`src/rtl/auth_pkg.sv`:
```
// Shared types and default sizing for the OTP authentication session sequencer.
// State encodings double as the debug code driven on state_dbg.
package auth_pkg;

    localparam int DIGIT_W            = 4;
    localparam int DEF_NUM_DIGITS     = 4;
    localparam int DEF_MAX_ATTEMPTS   = 3;
    localparam int DEF_LOCKOUT_CYCLES = 1024;
    localparam int DEF_TIMEOUT_CYCLES = 4096;

    typedef enum logic [2:0] {
        ST_IDLE   = 3'd0,
        ST_ENTRY  = 3'd1,
        ST_CHECK  = 3'd2,
        ST_PASS   = 3'd3,
        ST_FAIL   = 3'd4,
        ST_LOCKED = 3'd5
    } auth_state_e;

endpackage

```
`src/rtl/btn_edge_sync.sv`:
```
// Two-flop synchronizer plus rising-edge detector for a raw pad button.
// o_pulse is high for one cycle, consumed by the FSM on the 3rd clk edge after the pin rises.
module btn_edge_sync (
    input  logic clk,
    input  logic rst_n,
    input  logic i_btn,
    output logic o_pulse
);

    logic r_meta;
    logic r_sync;
    logic r_prev;

    always_ff @(posedge clk or negedge rst_n) begin
        if (!rst_n) begin
            r_meta <= 1'b0;
            r_sync <= 1'b0;
            r_prev <= 1'b0;
        end else begin
            r_meta <= i_btn;
            r_sync <= r_meta;
            r_prev <= r_sync;
        end
    end

    // A held button keeps r_sync and r_prev equal, so only the first cycle fires.
    assign o_pulse = r_sync & ~r_prev;

endmodule

```
`src/rtl/auth_session_ctrl.sv`:
```
// OTP session sequencer: snapshot LFSR, collect digits, judge, count failures, lock out.
// Button events act 3 clk after the pin rises; otp_capture and otp_value update on the same edge.
module auth_session_ctrl
    import auth_pkg::*;
#(
    parameter int NUM_DIGITS     = DEF_NUM_DIGITS,
    parameter int MAX_ATTEMPTS   = DEF_MAX_ATTEMPTS,
    parameter int LOCKOUT_CYCLES = DEF_LOCKOUT_CYCLES,
    parameter int TIMEOUT_CYCLES = DEF_TIMEOUT_CYCLES
) (
    input  logic                               clk,
    input  logic                               rst_n,
    input  logic                               otp_latch,
    input  logic                               user_latch,
    input  logic [DIGIT_W-1:0]                 user_digit,
    input  logic [DIGIT_W*NUM_DIGITS-1:0]      lfsr_value,
    output logic                               otp_capture,
    output logic [DIGIT_W*NUM_DIGITS-1:0]      otp_value,
    output logic                               otp_show,
    output logic [$clog2(NUM_DIGITS+1)-1:0]    digit_idx,
    output logic                               pass,
    output logic                               fail,
    output logic                               locked,
    output logic [$clog2(MAX_ATTEMPTS+1)-1:0]  attempts_left,
    output logic [2:0]                         state_dbg
);

    localparam int OTP_W = DIGIT_W * NUM_DIGITS;
    localparam int IDX_W = $clog2(NUM_DIGITS + 1);
    localparam int ATT_W = $clog2(MAX_ATTEMPTS + 1);
    localparam int TMO_W = $clog2(TIMEOUT_CYCLES + 1);
    localparam int LCK_W = $clog2(LOCKOUT_CYCLES + 1);

    auth_state_e        r_state;
    auth_state_e        w_state_nxt;
    logic [OTP_W-1:0]   r_otp;
    logic [OTP_W-1:0]   w_otp_nxt;
    logic [IDX_W-1:0]   r_idx;
    logic [IDX_W-1:0]   w_idx_nxt;
    logic               r_mis;
    logic               w_mis_nxt;
    logic [ATT_W-1:0]   r_att;
    logic [ATT_W-1:0]   w_att_nxt;
    logic [TMO_W-1:0]   r_tmo;
    logic [TMO_W-1:0]   w_tmo_nxt;
    logic [LCK_W-1:0]   r_lck;
    logic [LCK_W-1:0]   w_lck_nxt;
    logic               r_cap;
    logic               w_cap_nxt;
    logic               w_otp_ev;
    logic               w_user_ev;
    logic               w_do_cap;
    logic               w_do_fail;
    logic [DIGIT_W-1:0] w_exp_digit;

    btn_edge_sync u_otp_sync (
        .clk     (clk),
        .rst_n   (rst_n),
        .i_btn   (otp_latch),
        .o_pulse (w_otp_ev)
    );

    btn_edge_sync u_user_sync (
        .clk     (clk),
        .rst_n   (rst_n),
        .i_btn   (user_latch),
        .o_pulse (w_user_ev)
    );

    // Digit 0 is the most-significant nibble of the captured OTP.
    always_comb begin
        w_exp_digit = '0;
        for (int i = 0; i < NUM_DIGITS; i++) begin
            if (r_idx == IDX_W'(i)) begin
                w_exp_digit = r_otp[(NUM_DIGITS-1-i)*DIGIT_W +: DIGIT_W];
            end
        end
    end

    always_comb begin
        w_state_nxt = r_state;
        w_otp_nxt   = r_otp;
        w_idx_nxt   = r_idx;
        w_mis_nxt   = r_mis;
        w_att_nxt   = r_att;
        w_tmo_nxt   = r_tmo;
        w_lck_nxt   = r_lck;
        w_cap_nxt   = 1'b0;
        w_do_cap    = 1'b0;
        w_do_fail   = 1'b0;
        case (r_state)
            ST_IDLE: w_do_cap = w_otp_ev;
            ST_ENTRY: begin
                if (w_otp_ev) begin
                    w_do_cap = 1'b1;
                end else if (w_user_ev) begin
                    w_mis_nxt = r_mis | (user_digit != w_exp_digit);
                    w_idx_nxt = r_idx + IDX_W'(1);
                    w_tmo_nxt = '0;
                    if (r_idx == IDX_W'(NUM_DIGITS - 1)) begin
                        w_state_nxt = ST_CHECK;
                    end
                end else if (r_tmo == TMO_W'(TIMEOUT_CYCLES - 1)) begin
                    w_do_fail = 1'b1;
                end else begin
                    w_tmo_nxt = r_tmo + TMO_W'(1);
                end
            end
            ST_CHECK: begin
                if (r_mis) begin
                    w_do_fail = 1'b1;
                end else begin
                    w_state_nxt = ST_PASS;
                    w_att_nxt   = ATT_W'(MAX_ATTEMPTS);
                    w_otp_nxt   = '0;
                end
            end
            ST_PASS: w_do_cap = w_otp_ev;
            ST_FAIL: begin
                if (r_att == '0) begin
                    w_state_nxt = ST_LOCKED;
                    w_lck_nxt   = '0;
                end else begin
                    w_do_cap = w_otp_ev;
                end
            end
            ST_LOCKED: begin
                if (r_lck == LCK_W'(LOCKOUT_CYCLES - 1)) begin
                    w_state_nxt = ST_IDLE;
                    w_att_nxt   = ATT_W'(MAX_ATTEMPTS);
                    w_lck_nxt   = '0;
                end else begin
                    w_lck_nxt = r_lck + LCK_W'(1);
                end
            end
            default: w_state_nxt = ST_IDLE;
        endcase

        // A capture always restarts the session; any digit arriving with it is dropped.
        if (w_do_cap) begin
            w_state_nxt = ST_ENTRY;
            w_otp_nxt   = lfsr_value;
            w_idx_nxt   = '0;
            w_mis_nxt   = 1'b0;
            w_tmo_nxt   = '0;
            w_cap_nxt   = 1'b1;
        end
        if (w_do_fail) begin
            w_state_nxt = ST_FAIL;
            w_att_nxt   = (r_att == '0) ? '0 : r_att - ATT_W'(1);
            w_otp_nxt   = '0;
            w_tmo_nxt   = '0;
        end
    end

    always_ff @(posedge clk or negedge rst_n) begin
        if (!rst_n) begin
            r_state <= ST_IDLE;
        end else begin
            r_state <= w_state_nxt;
        end
    end

    always_ff @(posedge clk or negedge rst_n) begin
        if (!rst_n) begin
            r_otp <= '0;
            r_idx <= '0;
            r_mis <= 1'b0;
            r_att <= ATT_W'(MAX_ATTEMPTS);
            r_tmo <= '0;
            r_lck <= '0;
            r_cap <= 1'b0;
        end else begin
            r_otp <= w_otp_nxt;
            r_idx <= w_idx_nxt;
            r_mis <= w_mis_nxt;
            r_att <= w_att_nxt;
            r_tmo <= w_tmo_nxt;
            r_lck <= w_lck_nxt;
            r_cap <= w_cap_nxt;
        end
    end

    assign otp_capture   = r_cap;
    assign otp_value     = r_otp;
    assign otp_show      = (r_state == ST_ENTRY);
    assign digit_idx     = r_idx;
    assign pass          = (r_state == ST_PASS);
    assign fail          = (r_state == ST_FAIL);
    assign locked        = (r_state == ST_LOCKED);
    assign attempts_left = r_att;
    assign state_dbg     = r_state;

endmodule

```
`config.mk`:
```
export PLATFORM = sky130hd
export DESIGN_NAME = auth_session_ctrl
export DESIGN_NICKNAME = d
export VERILOG_FILES = /design/src/rtl/auth_pkg.sv /design/src/rtl/btn_edge_sync.sv /design/src/rtl/auth_session_ctrl.sv
export SDC_FILE = /design/constraint.sdc
export NUM_CORES = 1
export LEC_CHECK = 0
export ABC_CLOCK_PERIOD_IN_PS = 5470
export CAP_MARGIN = 10
export CORE_MARGIN = 2
export CORE_UTILIZATION = 30
export CTS_BUF_LIST = sky130_fd_sc_hd__clkbuf_4 sky130_fd_sc_hd__clkbuf_8
export CTS_CLUSTER_SIZE = 20
export DETAILED_ROUTE_END_ITERATION = 7
export DONT_BUFFER_PORTS = 1
export SLEW_MARGIN = 20
export SYNTH_ARGS = -nofsm -noshare
export SYNTH_HDL_FRONTEND = slang
export SYNTH_SLANG_ARGS = --single-unit
export TNS_END_PERCENT = 10
```
`constraint.sdc`:
```
create_clock -name clk -period 5.47 [get_ports clk]
set_input_delay 1.641 -clock clk [delete_from_list [all_inputs] [get_ports clk]]
set_output_delay 1.641 -clock clk [all_outputs]
set_load 0.01 [all_outputs]
```
### Word level (Yosys, flattened, before mapping)

Cells that the tools add are included.

| cells by class | value |
|---|---|
| reduce and logical (&&, ||, !) cells | 16 |
| bitwise operators | 5 |
| add/subtract/negate cells | 4 |
| equality and inequality tests | 25 |
| muxes and demuxes | 48 |

Operators with widths:

| cell | count |
|---|---|
| 2-to-1 mux 13 bit | 6 |
| 2-to-1 mux 16 bit | 4 |
| 2-to-1 mux 3 bit | 12 |
| 2-to-1 mux 11 bit | 2 |
| case mux 11 bit (2 select lines) | 1 |
| 2-to-1 mux 4 bit | 4 |
| != test 4 x 1 -> 1 bit (second input constant) | 4 |
| case mux 3 bit (5 select lines) | 1 |
| adder 13 x 1 -> 13 bit (second input constant) | 1 |
| equality test 13 x 12 -> 1 bit (second input constant) | 1 |
| equality test 3 x 2 -> 1 bit (second input constant) | 4 |
| != test 3 x 1 -> 1 bit (second input constant) | 4 |
| adder 11 x 1 -> 11 bit (second input constant) | 1 |
| equality test 11 x 10 -> 1 bit (second input constant) | 1 |
| 2-to-1 mux 1 bit | 11 |
| AND reduction 3 bit | 3 |
| nonzero test 3 bit | 3 |
| 2-to-1 mux 2 bit | 4 |
| AND reduction 7 bit | 1 |
| equality test 3 x 1 -> 1 bit (second input constant) | 2 |
| equality test 3 bit (second input constant) | 2 |
| logical NOT 3 bit | 2 |
| nonzero test 2 bit | 3 |
| != test 2 x 1 -> 1 bit (second input constant) | 2 |
| 16 further kinds | 19 |

| word-level totals | value |
|---|---|
| output and inout port bits | 29 |
| bits of input ports | 24 |
| register bits after elaboration | 56 |
| logic and storage cells | 112 |

### Longest topological paths before layout

Gate-level depths: netlist of run 1.

| logic depth | value |
|---|---|
| depth after elaboration | 11 |
| depth in mapped cells | 10 |
| mapped depth without buffers | 7 |

### By module

A second synthesis of run 1 with hierarchy kept.

| unflattened totals | value |
|---|---|
| cell total of the unflattened synthesis | 291 |
| area total of the unflattened synthesis | 3005.4 sq um |

By module, submodules not included:

| module | cells each | times used | area an instance (sq um) | sequential area each (sq um) |
|---|---|---|---|---|
| auth_session_ctrl | 283 | 1 | 2827.7 | 1253.7 |
| btn_edge_sync | 4 | 2 | 88.8 | 75.1 |

### Least setup slack after synthesis of run 1

OpenSTA, ideal clock, no wires.

| timing | value |
|---|---|
| kind | reg-to-output |
| start | register r_state[2] (netlist: state_dbg[2]) |
| end | output fail |
| setup slack | 2.819 ns |
| cell stages (with the launch flop) | 3 |
| data arrival time | 1.010 ns |
| cells stage by stage | dfrtp_1 -> buf_2 -> nor3b_1 |

| between the ends | value |
|---|---|
| cells in the longest elaborated chain, start to end | 1 |

RTL lines:

| element | line | RTL |
|---|---|---|
| start: declaration | auth_session_ctrl.sv:34 | `auth_state_e r_state;` |
| start signal: assignment | auth_session_ctrl.sv:160 | `r_state <= w_state_nxt;` |
| equality test 3 bit | auth_session_ctrl.sv:189 | `assign fail = (r_state == ST_FAIL);` |
| end: declaration | auth_session_ctrl.sv:22 | `output logic fail,` |

No other way between the ends.

### Worst setup path after layout of run 1

| timing | value |
|---|---|
| start | register r_state[0] (netlist: state_dbg[0]) |
| end | output locked |

| between the ends | value |
|---|---|
| cells in the longest elaborated chain, start to end | 1 |

RTL lines:

| element | line | RTL |
|---|---|---|
| equality test 3 bit | auth_session_ctrl.sv:190 | `assign locked = (r_state == ST_LOCKED);` |
| end: declaration | auth_session_ctrl.sv:23 | `output logic locked,` |

No other way between the ends.

==> run metrics, run 1 <==
largest net degree at the start of global routing=57; vias in the first global route=2265; Reg2Reg Depth=5; Tot GR Track Use=12.9%; GR Util met3=4.87%; met2 GRT Util=20.3%; Worst Hold Depth=0; post-DR vias/cell=between 5 and 6; finished layout cell area=3230 µm²; fin util=32.9%; reg2reg end=otp_value[9]; DIE AREA=11000 µm²; DRC=0; ys async rst share=100%; Num CTS Buffers=5; Final Max Slew Viols=0; Critical Path Sink Type=output port; DRT Pass-1 Iters=4; RSZ-0062 raised after global routing=false; CP max-delay cell=dfrtp_1; routability cong.=0.804; Clock Tree Buf Depth=2; Hold Path End=u_user_sync.r_sync; share of power burned in registers=between 50 and 60%; cell area after placement=3130 µm²; Initial Util=31.0%; Net Count, Synth=338; filler cell count=1023; row count=36; switching power=0.414 mW; Clock Skew=0.0183 ns; share of cells above drive strength 1=8.33%; setup violators final=0; Ys Warns=0; number of synthesized flops with an enable pin=0; Net Sw Frac=37.6%; IO Count=53; setup_tns=0 ns; TritonCTS clock tree=done; CTS Hold Bufs=0; maximum clock rate=0.314 GHz; critical path type=reg2out; Peak VDD IR=0.130 mV; Die Span X=around 100 µm; crit path DAT=between 1.5 and 2 ns; Lkg Pwr=1.36 nW; Seq/Total Area, Yosys=46.1%; delay-heaviest family, CP=flip-flops; Buf/Inv on CP=1; Initial DRC Count=around 180; drt wl/cell=16.1 µm; Final period util=about three fifths; crit-path cells=nor2b_1 -> nand2_1 -> inv_1; CTS sink count=56; Clk pwr share=around a fifth; Post-CTS Setup Bufs=0; Post-Syn Area=~3000 µm²; Post-CTS Resized=0; Worst path max stage delay=0.60 ns; r2r setup slk=2.94 ns; total number of vias=2376; Internal=0.686 mW; Synth Instances=just over 300; Final Hold Fails=0; die height=about 100 µm; Final HPWL DP=4.99 mm; initial antenna violation count=0; CP Max Fanout=12; first-pass GRT wire length=11.5 mm; Hold Crit Class=reg2reg; Root Buffer=clkbuf_8; PwrDens=around 340 nW/µm²; hold_sp=u_user_sync.r_meta; Avg Synthesized Cell Area=around 10 µm²; Combinational Power Share=26.6%; launching point of the worst reg2reg path=state_dbg[0]; WL final=6.96 mm; most used routing layer=met2; core area=9820 µm²; worst skew pair latency=0.32 ns; gr ovfl total=0; status=complete, no violations; startpoint class of the critical path=register; max_slew headroom=a little over a third; Max-Cap Viols=0; Clk pin slew, worst setup/hold paths=0.12 ns; CP required=3.83 ns; Antenna Violating Nets Remaining=0; Seq cells post-synth=56; Final min period=3.18 ns; I/O Buffers=0; Least-Margin Pin Slew=roughly 0.95 ns; H-tree depth=2; area delta synth->final=5.95%; prevailing post-synth register cell=dfrtp_1; M1 GR Usage=between 15 and 20%; Cell variety after synth=60; antenna cells=0; final net count=330
==> cell usage after synthesis (all sizes together), types with 5 or more instances <==
cell | number | area, µm²
dfrtp | 54 | 1350
a31oi | 9 | 56.3
nor2b | 6 | 40.0
o211ai | 5 | 37.5
ha | 7 | 87.6
nand2 | 26 | 105
nand2b | 6 | 37.5
nor3 | 6 | 41.3
nor2 | 15 | 58.8
xor2 | 7 | 61.3
nand4 | 5 | 37.5
inv | 11 | 41.3
a22o | 18 | 158
a21oi | 13 | 76.3
nand3 | 18 | 90.1
and3 | 5 | 31.3
buf | 12 | 72.6
a211o | 6 | 52.6
o21ai | 23 | 119
nor4 | 5 | 46.3
or3 | 7 | 48.8
==> registers in the layout, summed over array words and instances, names as in the netlist <==
signal              count
attempts_left           2
digit_idx               3
otp_capture             1
otp_value              16
r_lck                  11
r_mis                   1
r_tmo                  13
state_dbg               3
u_otp_sync.r_meta       1
u_otp_sync.r_prev       1
u_otp_sync.r_sync       1
u_user_sync.r_meta      1
u_user_sync.r_prev      1
u_user_sync.r_sync      1
==> cell families (layout without fill, tap and decap cells) <==
| kind of cell | after synthesis | in the layout | synth area share (%) |
|---|---|---|---|
| simple gates | 116 | 116 | 22.3 |
| compound gates | 95 | 95 | 22.7 |
| flops | 56 | 56 | 46.1 |
| buf+inv | 26 | 19 | 4.11 |
| fa+ha+maj | 7 | 7 | 2.87 |
| xor+xnor | 7 | 7 | 2.01 |
==> per-stage QoR <==
stage                     instances  hold WS (ns)  power, mW  worst slack, ns
after floorplan                 307         0.331      0.795             2.82
after global placement          425         0.337      0.861             2.72
after detailed placement        425         0.337      0.871             2.68
after CTS                       433         0.361       1.11             2.32
after global routing            433         0.366       1.17             2.11
final                           433         0.357       1.10             2.29
==> layout make-up <==
cell class	instances	area [µm²]	share of cell area, %
inverter	11	41.3	1.28
multi-input combinational	225	1520	47.2
sequential	56	1400	43.5
tap	133	166	5.16
clock inverter	3	23.8	0.736
clock buffer	5	68.8	2.13
==> layout by cell type, fill, tap and decap left out, drive strengths merged, types with 2 or more instances in the layout <==
cell,count
nor2b,6
and3,5
ha,7
nand3b,4
nor4bb,2
a31oi,9
inv,11
or3,7
o2111ai,2
clkbuf,5
dfrtp,54
nor4,5
nor2,15
a21o,3
nand3,18
nor3b,4
clkinvlp,2
a22o,18
dfstp,2
nand4,5
o21ai,23
and2,3
a211oi,2
nand2,26
o211ai,5
nor3,6
xor2,7
a21oi,13
nand2b,6
a211o,6
==> per-layer routing <==
metal  wire length [µm]  vias up  share of wire [%]
met5                  0        -                  0
met2               3170       73                 46
met4                 89        0                1.3
li1                   -     1136                  -
met3                538        6                7.7
met1               3160     1161                 45
==> power groups by stage <==
stage          clock [mW]  sequential [mW]  combinational, mW
6_report            0.234            0.574              0.292
5_1_grt             0.259            0.584              0.327
4_1_cts             0.244            0.574              0.291
3_5_place_dp            0            0.582              0.289
3_3_place_gp            0            0.579              0.282
2_1_floorplan           0            0.541              0.254
==> worst reg2reg max path, cell delays in order (launching register included) <==
cell and delay [ns]:
dfrtp_1 0.60, nor3b_2 0.57, and2_1 0.39, and3_1 0.45, nor3_4 0.17, a22o_1 0.24
==> worst max path at each step <==
| stage | from | endpoint | slack [ns] | cells past startpoint |
|---|---|---|---|---|
| 6_report | state_dbg[0] | locked | 2.29 | 3 |
| 3_5_place_dp | state_dbg[0] | locked | 2.68 | 3 |
| 2_1_floorplan | state_dbg[2] | fail | 2.82 | 2 |
| 4_1_cts | state_dbg[0] | locked | 2.32 | 3 |
| 3_3_place_gp | state_dbg[0] | locked | 2.72 | 3 |
| 5_1_grt | state_dbg[0] | locked | 2.11 | 3 |
(Power assumes the default switching activity.)
==> run 2, diff against run 1 <==
--- a/config.mk
+++ b/config.mk
@@ -5,7 +5,7 @@
 export SDC_FILE = /design/constraint.sdc
 export NUM_CORES = 1
 export LEC_CHECK = 0
-export ABC_CLOCK_PERIOD_IN_PS = 5470
+export ABC_CLOCK_PERIOD_IN_PS = 3000
 export CAP_MARGIN = 10
 export CORE_MARGIN = 2
 export CORE_UTILIZATION = 30
==> constraint.sdc (replaced) <==
create_clock -name clk -period 3 [get_ports clk]
set_input_delay 0.9 -clock clk [delete_from_list [all_inputs] [get_ports clk]]
set_output_delay 0.9 -clock clk [all_outputs]
set_load 0.01 [all_outputs]
==> run 2 against run 1 <==
  * Register-to-register slack lost 2.3 ns
  * Global-route usage rose by 0.56 points
  * Critical path depth is the same
  * First-iteration DRC count is 13% lower
  * Power increased by 85%
  * Cell area up 0.89%
  * Clock-buffer cell count rose by 3
  * Critical endpoint unchanged
  * Largest power group unchanged
==> run metrics, run 2 (synthesis gave the netlist of run 1 again) <==
max reg flops=16; antenna cells=0; most frequent cells in the layout=dfrtp_1, nand2_1, o21ai_0; Final min period=2.54 ns; max_slew headroom=53.3%; setup violators final=0; Clock Skew=0.0166 ns; CP required=2.10 ns; most common cell after layout, fill and taps aside=dfrtp_1; DRC=0; finished layout cell area=3260 µm²; total number of vias=2388; first-pass GRT wire length=12.1 mm; Die Span X=105 µm; worst skew pair latency=0.32 ns; most used routing layer=met2; Clk pin slew, worst setup/hold paths=0.11 ns; share of power burned in registers=51.1%; Clk pwr share=approximately 22%; Final Hold Fails=0; Post-CTS Resized=0; routability cong.=0.826; Net Sw Frac=35.8%; Internal=1.31 mW; I/O Buffers=0; Final Max Slew Viols=0; final net count=334; IO Count=53; CTS sink count=56; status=complete, no violations; Critical Path Sink Type=output port; filler cell count=1042; switching power=around 0.73 mW; die height=about 100 µm; gr ovfl total=0; TritonCTS clock tree=done; row count=36; Root Buffer=clkbuf_8; largest net degree at the start of global routing=57; Final Hold Slack=approximately 0.26 ns; post-DR vias/cell=5.46; RSZ-0062 raised after global routing=false; Initial Util=31.0%; M1 GR Usage=19.1%; WL final=~7 mm; Total Power=between 2 and 2.5 mW; cell area after placement=3160 µm²; Least-Margin Pin Slew=between 0.6 and 0.7 ns; met2 GRT Util=19.9%; initial antenna violation count=0; share of cells above drive strength 1=9.21%; GR Util met3=roughly 4.0%; Tot GR Track Use=between 10% and 20%; DIE AREA=between 10000 and 15000 µm²; Combinational Power Share=26.8%; DRT Pass-1 Iters=4; Final HPWL DP=5.08 mm; startpoint class of the critical path=register; setup_tns=0 ns; vias in the first global route=2295; drt wl/cell=16.0 µm; fin util=about a third; area delta synth->final=6.90%; crit path DAT=1.64 ns; CTS Hold Bufs=0; PwrDens=about 620 nW/µm²; Peak VDD IR=0.216 mV; H-tree depth=2; CP Max Fanout=12; Lkg Pwr=1.39 nW; Clock Tree Buf Depth=2; final std cells w/o fill=roughly 440; Antenna Violating Nets Remaining=0; worst setup margin=0.456 ns; FF/Latch Area=1400 µm²; Post-CTS Setup Bufs=0; Initial DRC Count=156; critical path type=reg2out; area of the multi-input gates=1520 µm²; maximum clock rate=0.393 GHz; Final period util=84.8%; dpl cells=about 430; Hold Crit Class=in2async; Num CTS Buffers=5; worst slack, placed=approximately 0.62 ns; Max-Cap Viols=0; core area=9820 µm²
-- run 2: cell type report --
type	count	share of cell area (%)
multi-input cells	225	46.6
clock buffers	8	3.00
flip-flops and latches	56	43.1
repair buffers	4	0.922
inverters	11	1.27
well taps	133	5.11
-- run 2: power by group through the flow --
stage	registers (mW)	logic, mW	clock network, mW
2_1_floorplan	0.986	0.463	0
3_3_place_gp	1.05	0.533	0
3_5_place_dp	1.06	0.541	0
4_1_cts	1.04	0.545	0.469
5_1_grt	1.06	0.618	0.499
6_report	1.04	0.545	0.450
-- run 2: worst max-delay path, stage by stage, from the launching register on --
cell	delay (ns)
dfrtp_1	0.63
nor2b_1	0.26
nand2_1	0.18
inv_1	0.25
-- run 2: path summary, 6_finish.rpt --
| path | start | end | slack [ns] | cells past startpoint |
|---|---|---|---|---|
| max | state_dbg[0] | locked | 0.46 | 3 |
| max in group asynchronous | rst_n | attempts_left[0] | 2.57 | 0 |
| min reg2reg | u_user_sync.r_meta | u_user_sync.r_sync | 0.35 | 0 |
| min | rst_n | state_dbg[0] | 0.26 | 0 |
| min in group clk | u_user_sync.r_meta | u_user_sync.r_sync | 0.35 | 0 |
| max reg2reg | digit_idx[0] | r_mis | 0.61 | 7 |
-- run 2: layer usage --
metal | routed length (µm) | vias up
met1 | 3460 | 1188
li1 | - | 1141
met2 | 3070 | 48
met3 | 362 | 11
met4 | 116 | 0
met5 | 0 | -
